$ cat config.mk
export PLATFORM = sky130hd
export DESIGN_NAME = spi_shift_engine
export DESIGN_NICKNAME = d
export VERILOG_FILES = /design/src/rtl/spi_shift_engine.sv
export SDC_FILE = /design/constraint.sdc
export NUM_CORES = 1
export LEC_CHECK = 0
export CAP_MARGIN = 20
export CORE_MARGIN = 2
export CORE_UTILIZATION = 55
export DETAILED_ROUTE_END_ITERATION = 10
export HOLD_SLACK_MARGIN = 0.02
export PLACE_DENSITY = 0.92
export SYNTH_ARGS = -nofsm -noshare
export SYNTH_HDL_FRONTEND = slang
export SYNTH_SLANG_ARGS = --single-unit
$ cat constraint.sdc
create_clock -name clk_cpu -period 5.75 [get_ports clk_cpu]
set_clock_uncertainty 0.1 [all_clocks]
set_input_delay 1.15 -clock clk_cpu [delete_from_list [all_inputs] [get_ports clk_cpu]]
set_output_delay 1.15 -clock clk_cpu [all_outputs]
set_load 0.03 [all_outputs]
$ cat src/rtl/spi_shift_engine.sv
// SPI master shift datapath: MOSI shifts on SCK_inter fall, synchronized MISO sampled on rise, word returned with a one-cycle strobe.
// Define SPI_LOOPBACK_EN to feed MOSI into the MISO synchronizer for self-test; MISO is then unused.
module spi_shift_engine #(
   parameter int DATA_WIDTH  = 32,
   parameter int SYNC_STAGES = 2
) (
   input  logic                  clk_cpu,
   input  logic                  rst,
   input  logic                  SCK_inter,
   input  logic                  en_SCK,
   input  logic                  load_data,
   input  logic [DATA_WIDTH-1:0] NEW_SPI_DATA_OUT,
   input  logic [1:0]            SPI_DATA_LEN,
   input  logic                  MISO,
   output logic                  MOSI,
   output logic                  done,
   output logic                  load_data_in,
   output logic [DATA_WIDTH-1:0] SPI_DATA_IN_I
);
   localparam int IW = $clog2(DATA_WIDTH);

   typedef enum logic [1:0] {IDLE, SHIFT, FINISH} state_t;

   state_t                 state;
   logic                   sck_q, load_q;
   logic                   rise, fall, start;
   logic                   sync_src, miso_s;
   logic [SYNC_STAGES-1:0] sync_q, sync_d;
   logic [1:0]             len_q;
   logic [5:0]             bit_cnt, n_start, n_lat;
   logic [IW-1:0]          first_idx, shift_idx;
   logic [DATA_WIDTH-1:0]  tx_sh, rx_sh, rx_mask;

`ifdef SPI_LOOPBACK_EN
   assign sync_src = MOSI;
`else
   assign sync_src = MISO;
`endif

   if (SYNC_STAGES > 1) begin : g_sync_chain
      assign sync_d = {sync_q[SYNC_STAGES-2:0], sync_src};
   end else begin : g_sync_single
      assign sync_d = sync_src;
   end

   always_ff @(posedge clk_cpu or negedge rst) begin
      if (!rst) sync_q <= '0;
      else      sync_q <= sync_d;
   end

   assign miso_s = sync_q[SYNC_STAGES-1];

   assign rise  = SCK_inter & ~sck_q & en_SCK;
   assign fall  = ~SCK_inter & sck_q & en_SCK;
   assign start = load_data & ~load_q;

   // frame length 8*(len+1): 8, 16, 24 or 32
   assign n_start   = 6'({SPI_DATA_LEN, 3'b000}) + 6'd8;
   assign n_lat     = 6'({len_q, 3'b000}) + 6'd8;
   assign first_idx = IW'(n_start - 6'd1);
   assign shift_idx = IW'(bit_cnt - 6'd1);
   assign rx_mask   = {DATA_WIDTH{1'b1}} >> (DATA_WIDTH - int'(n_lat));

   always_ff @(posedge clk_cpu or negedge rst) begin
      if (!rst) begin
         state         <= IDLE;
         sck_q         <= 1'b0;
         load_q        <= 1'b0;
         len_q         <= '0;
         bit_cnt       <= '0;
         tx_sh         <= '0;
         rx_sh         <= '0;
         MOSI          <= 1'b0;
         done          <= 1'b1;
         load_data_in  <= 1'b0;
         SPI_DATA_IN_I <= '0;
      end else begin
         sck_q        <= SCK_inter;
         load_q       <= load_data;
         load_data_in <= 1'b0;
         case (state)
            IDLE: begin
               if (start) begin
                  tx_sh   <= NEW_SPI_DATA_OUT;
                  rx_sh   <= '0;
                  len_q   <= SPI_DATA_LEN;
                  bit_cnt <= n_start;
                  MOSI    <= NEW_SPI_DATA_OUT[first_idx];
                  done    <= 1'b0;
                  state   <= SHIFT;
               end
            end
            SHIFT: begin
               if (rise) begin
                  rx_sh   <= {rx_sh[DATA_WIDTH-2:0], miso_s};
                  bit_cnt <= bit_cnt - 6'd1;
                  if (bit_cnt == 6'd1) state <= FINISH;
               end else if (fall && bit_cnt != 6'd0 && bit_cnt != n_lat) begin
                  // bit_cnt rises remain, so the next bit to present is bit_cnt-1
                  MOSI <= tx_sh[shift_idx];
               end
            end
            FINISH: begin
               SPI_DATA_IN_I <= rx_sh & rx_mask;
               load_data_in  <= 1'b1;
               done          <= 1'b1;
               state         <= IDLE;
            end
            default: state <= IDLE;
         endcase
      end
   end
endmodule

; Word-level counts from Yosys, hierarchy flattened
; Index checks and enable logic that the tools add are counted.
; W data, S select, Z words.
[classes]
addsub = 5
magnitude_cmp = 2
n_eq_ne = 9
shift = 1
n_mux = 21
n_bitwise = 9
n_reduce_logical = 11
[ops]
columns = cell, count
row1 = $mux W32, 2
row2 = $pmux W32 S2, 1
row3 = $and A32 B32 Y32, 1
row4 = $shr A32 B32 Y32 const A, 1
row5 = $add A5 B4 Y6 const B, 2
row6 = $lt A5 B6 Y1 const B, 2
row7 = $mux W6, 2
row8 = $pmux W6 S2, 1
row9 = $bmux W1 S5, 2
row10 = $ne A2 B2 Y1 const B, 5
row11 = $mux W1, 7
row12 = $sub A6 B6 Y7 const A, 1
row13 = $eq A6 B1 Y1 const B, 1
row14 = $mux W2, 3
row15 = $ne A6 B6 Y1, 1
row16 = $reduce_and A3 Y1, 2
row17 = $reduce_bool A6 Y1, 1
row18 = $sub A6 B1 Y6 const B, 1
row19 = $and A1 B1 Y1, 5
row20 = $sub A5 B1 Y5 const B, 1
row21 = $pmux W1 S2, 2
row22 = $pmux W2 S2, 1
row23 = $reduce_and A2 Y1, 2
row24 = $reduce_and A4 Y1, 1
row25 = 6 further kinds, 10
[totals]
regBits = 113
out_inout_bits = 35
elab_cells = 70

; Depth between registers and ports, before layout
[logic_depth]
ltp_word = 8
ltp_mapped = 11

; Worst setup path before layout
; Ideal clock, no wire load.
[synth_path]
path_type = input to register
start = input port SPI_DATA_LEN[0]
end = register MOSI
setup_time_ns = 0.140
arrival_time_ns = 2.207
required_ns = 5.510
setup_slack_ns = 3.303
cell_stages = 4
n_path_buf = 0
cell_sequence = ha_1 mux4_2 a21boi_2 a41oi_2
[synth_between]
elab_chain_cells = 6
[synth_lines]
columns = element, line_no
row1 = "start, declared", 13  ; input logic [1:0] SPI_DATA_LEN,
row2 = $add A5 B4 Y6, 58  ; assign n_start = 6'({SPI_DATA_LEN, 3'b000}) + 6'd8;
row3 = $sub A5 B1 Y5, 60  ; assign first_idx = IW'(n_start - 6'd1);
row4 = $bmux W1 S5, 88  ; MOSI <= NEW_SPI_DATA_OUT[first_idx];
row5 = $mux W1 (not written as such), 88
row6 = $mux W1, 83  ; if (start) begin
row7 = $pmux W1 S2, 81  ; case (state)
row8 = "end signal, assigned", 88
row9 = "end signal, assigned", 100  ; MOSI <= tx_sh[shift_idx];
row10 = "end, declared", 15  ; output logic MOSI,
; No other way between the ends. The select of a mux whose other input is x is not followed.
; A chain may end at the register's enable or synchronous reset.

; Worst setup path in the final report
[layout_path]
start = register done
end = output port done
[layout_rtl]
columns = element, line_no
row1 = "start, declared", 16  ; output logic done,
row2 = "start signal, assigned", 74  ; done <= 1'b1;
row3 = "start signal, assigned", 89  ; done <= 1'b0;
row4 = "start signal, assigned", 106  ; done <= 1'b1;
; No word-level cell between the ends.

==> flow_summary.yaml <==
clock_tree:
  max-clock-path-buffers: 2
  clk_pin_slew_ps: 60
  htree_levels: 4
  post_cts_resized: 0
  cts_sinks: 113
  cts-hold-fix-buffers: 0
  cts_made_buffers: 17
  cts_tree: "built"
  root_buffer: "clkbuf_8"
  clock_latency_ps: 530
  cts_setup_buffers: 0
die:
  start_util: 0.5694
  rows: 34
  design.portCount: 75
  core_area_um2: 8721
  dieArea_um2: 9805
  die_y_um: 99.02
  die_w_um: 99.02
power:
  p_leak_nw: 3.012
  power_density_nw_per_um2: 461.0
  vdd_drop_max_mv: 0.3020
  power.total_w: 0.002921
worst_setup_path:
  crit_path_max_fanout: 2
  slowest_stage: "clkdlybuf4s50_1"
  cp_cell_sequence: "clkdlybuf4s50_1"
  cp-startpoint: "done"
  cp.arrival_ps: 1720
  crit_path_start_kind: "flip-flop"
  worst_setup_path_end_kind: "output pin"
  worstPathRequired_ps: 4500
  crit_type: "reg -> out"
  worst-path-buf-inv: 1
  cpPeakStageDelay_ps: 660
  crit_family: "buffers and inverters"
  r2r-start: "bit_cnt[0]"
placement:
  gp_congestion: 0.9039
  port_buffers: 74
  dp_hpwl_um: 6746
  placed_area_um2: 5715
logic_synthesis:
  ys_ff_latch: 113
  yosys_warnings: 0
  synth_edf_count: 0
  avgSynthCellArea_um2: 9.605
  yosysTopAreaCell: "dfrtp_1"
  netlist_top_cells_count: "nand2_1 (214), dfrtp_1 (112), nand3_1 (35), o21ai_0 (34), clkbuf_1 (14)"
  synth_top_cells_by_area: "dfrtp_1 (56%), nand2_1 (16%), nand3_1 (3.5%)"
  synth_cell_types: 44
  yosysMostFrequentCell: "nand2_1"
  synth_top_area_frac: 0.5644
  synthesis.nets: 563
  syn_inst: 517
  synthArstFlopShare: 1.000
  syn-cell-area_um2: 4966
  ys_seq_area_frac: 0.5697
  ys.flop_type: "dfrtp_1"
timing:
  setup_viol: 0
  fmax_mhz: 337.2
  worst_pin_slew_ps: 1026
  hold_violations: 0
  finalCritPeriodShare: 0.5158
  slew_viol_final: 0
  slew_headroom: 0.3157
  rsz0062_at_grt: "no"
  tns_ps: 0
  finalCriticalPeriod_ps: 2966
  hold_ws_ps: 248.0
min_path:
  min_from: "sync_q[0]"
  hp-class: "reg -> reg"
routing:
  vias: 4135
  viasPerCell: 5.874
  ant_nets: 0
  wl_per_cell_um: 17.58
  drt_wl_total_um: 12380
  drcViolationCount: 0
  dr.pass1.iters: 5
  drt_iter0_drc: 494
global_routing:
  grt_max_degree: 75
  grt_pass1_vias: 4105
  grt_pass1_wl_um: 20550
  gr-total-overflow: 0
  antenna_found_initial: 0
  grt_use_total: 0.2684
outcome:
  status: "finished clean"
final_layout:
  drive_gt1_frac: 0.09732
  synthToLayoutAreaGrowth_pct: 27.59
  final_area_um2: 6336
  diodes: 0
  layout.nets: 629
flow_run:
  maxCapViolCount: 0
## registers in the layout, summed over array words and instances (netlist names)
signal         count
bit_cnt            6
sync_q             2
load_data_in       1
MOSI               1
len_q              2
rx_sh             32
load_q             1
state              2
sck_q              1
done               1
SPI_DATA_IN_I     32
tx_sh             32
## final cells by class
| cell class | instances | area (um^2) |
|---|---|---|
| multi-input cells | 367 | 1964 |
| clock buffers | 19 | 431.7 |
| repair buffers | 79 | 795.8 |
| inverters | 5 | 18.77 |
| clock inverters | 13 | 161.4 |
| well taps | 108 | 135.1 |
| flip-flops and latches | 113 | 2829 |
| fillers | 540 | 2385 |
## layout by cell type (no fill, tap or decap), types with 2 or more instances in the layout
cell type	instances
a311oi_1	2
bufinv_16	3
nor2_1	5
clkbuf_16	16
ha_1	6
inv_1	5
xor2_1	3
clkdlybuf4s50_1	73
mux2i_1	5
clkinv_2	3
xnor2_1	5
nor2b_1	5
clkinvlp_4	4
a31oi_1	3
dfrtp_1	112
nand2_1	214
clkbuf_8	2
nand3_1	35
mux2_2	8
mux4_1	4
a21oi_1	3
o21ai_0	34
clkinv_4	2
buf_4	5
nor3b_1	2
nand2b_1	10
a2111oi_0	4
## power breakdown
| group | switching (W) | leakage (nW) | internal (W) |
|---|---|---|---|
| logic | 0.000448 | 1.24 | 0.000311 |
| clock network | 0.000379 | 0.280 | 0.000670 |
| registers | 0.000152 | 1.49 | 0.000961 |
| total | 0.000979 | 3.01 | 0.00194 |
## routing by layer
layer / routed length, um / track usage / vias up
li1: - / - / 1840
met1: 5043 / 0.3692 / 1988
met2: 5933 / 0.4106 / 253
met3: 923 / 0.06667 / 54
met4: 476 / 0.1149 / 0
met5: 0 / 0 / -
## path summary, 6_finish.rpt
path	end	slack (ps)	cells past startpoint
worst max-delay path	done	2780	1
worst min-delay path	sync_q[1]	250	0
worst max register to register	MOSI	2800	7
worst min register to register	sync_q[1]	250	0
max in group asynchronous	rx_sh[25]	3830	2
min in group asynchronous	tx_sh[12]	650	1
## metrics by stage
step	instances	setup slack [ps]	util
finish	704	2784	0.7265
detailed placement	671	2406	0.6554
floorplan	517	3303	-
CTS	703	2777	0.7234
global placement	671	2455	0.6554
global route	704	2647	0.7265
## logic make-up (layout without fill, tap and decap cells)
kind of cell    count (synthesis)  after routing  synth area share
mux                            18             18           0.05392
simple gates                  281            281            0.2401
xor+xnor                        8              8           0.01411
buf+inv                        37            116           0.03704
flops                         113            113            0.5697
compound gates                 54             54           0.07004
fa+ha+maj                       6              6           0.01512
Note: power is estimated with default switching activity, not from simulation.
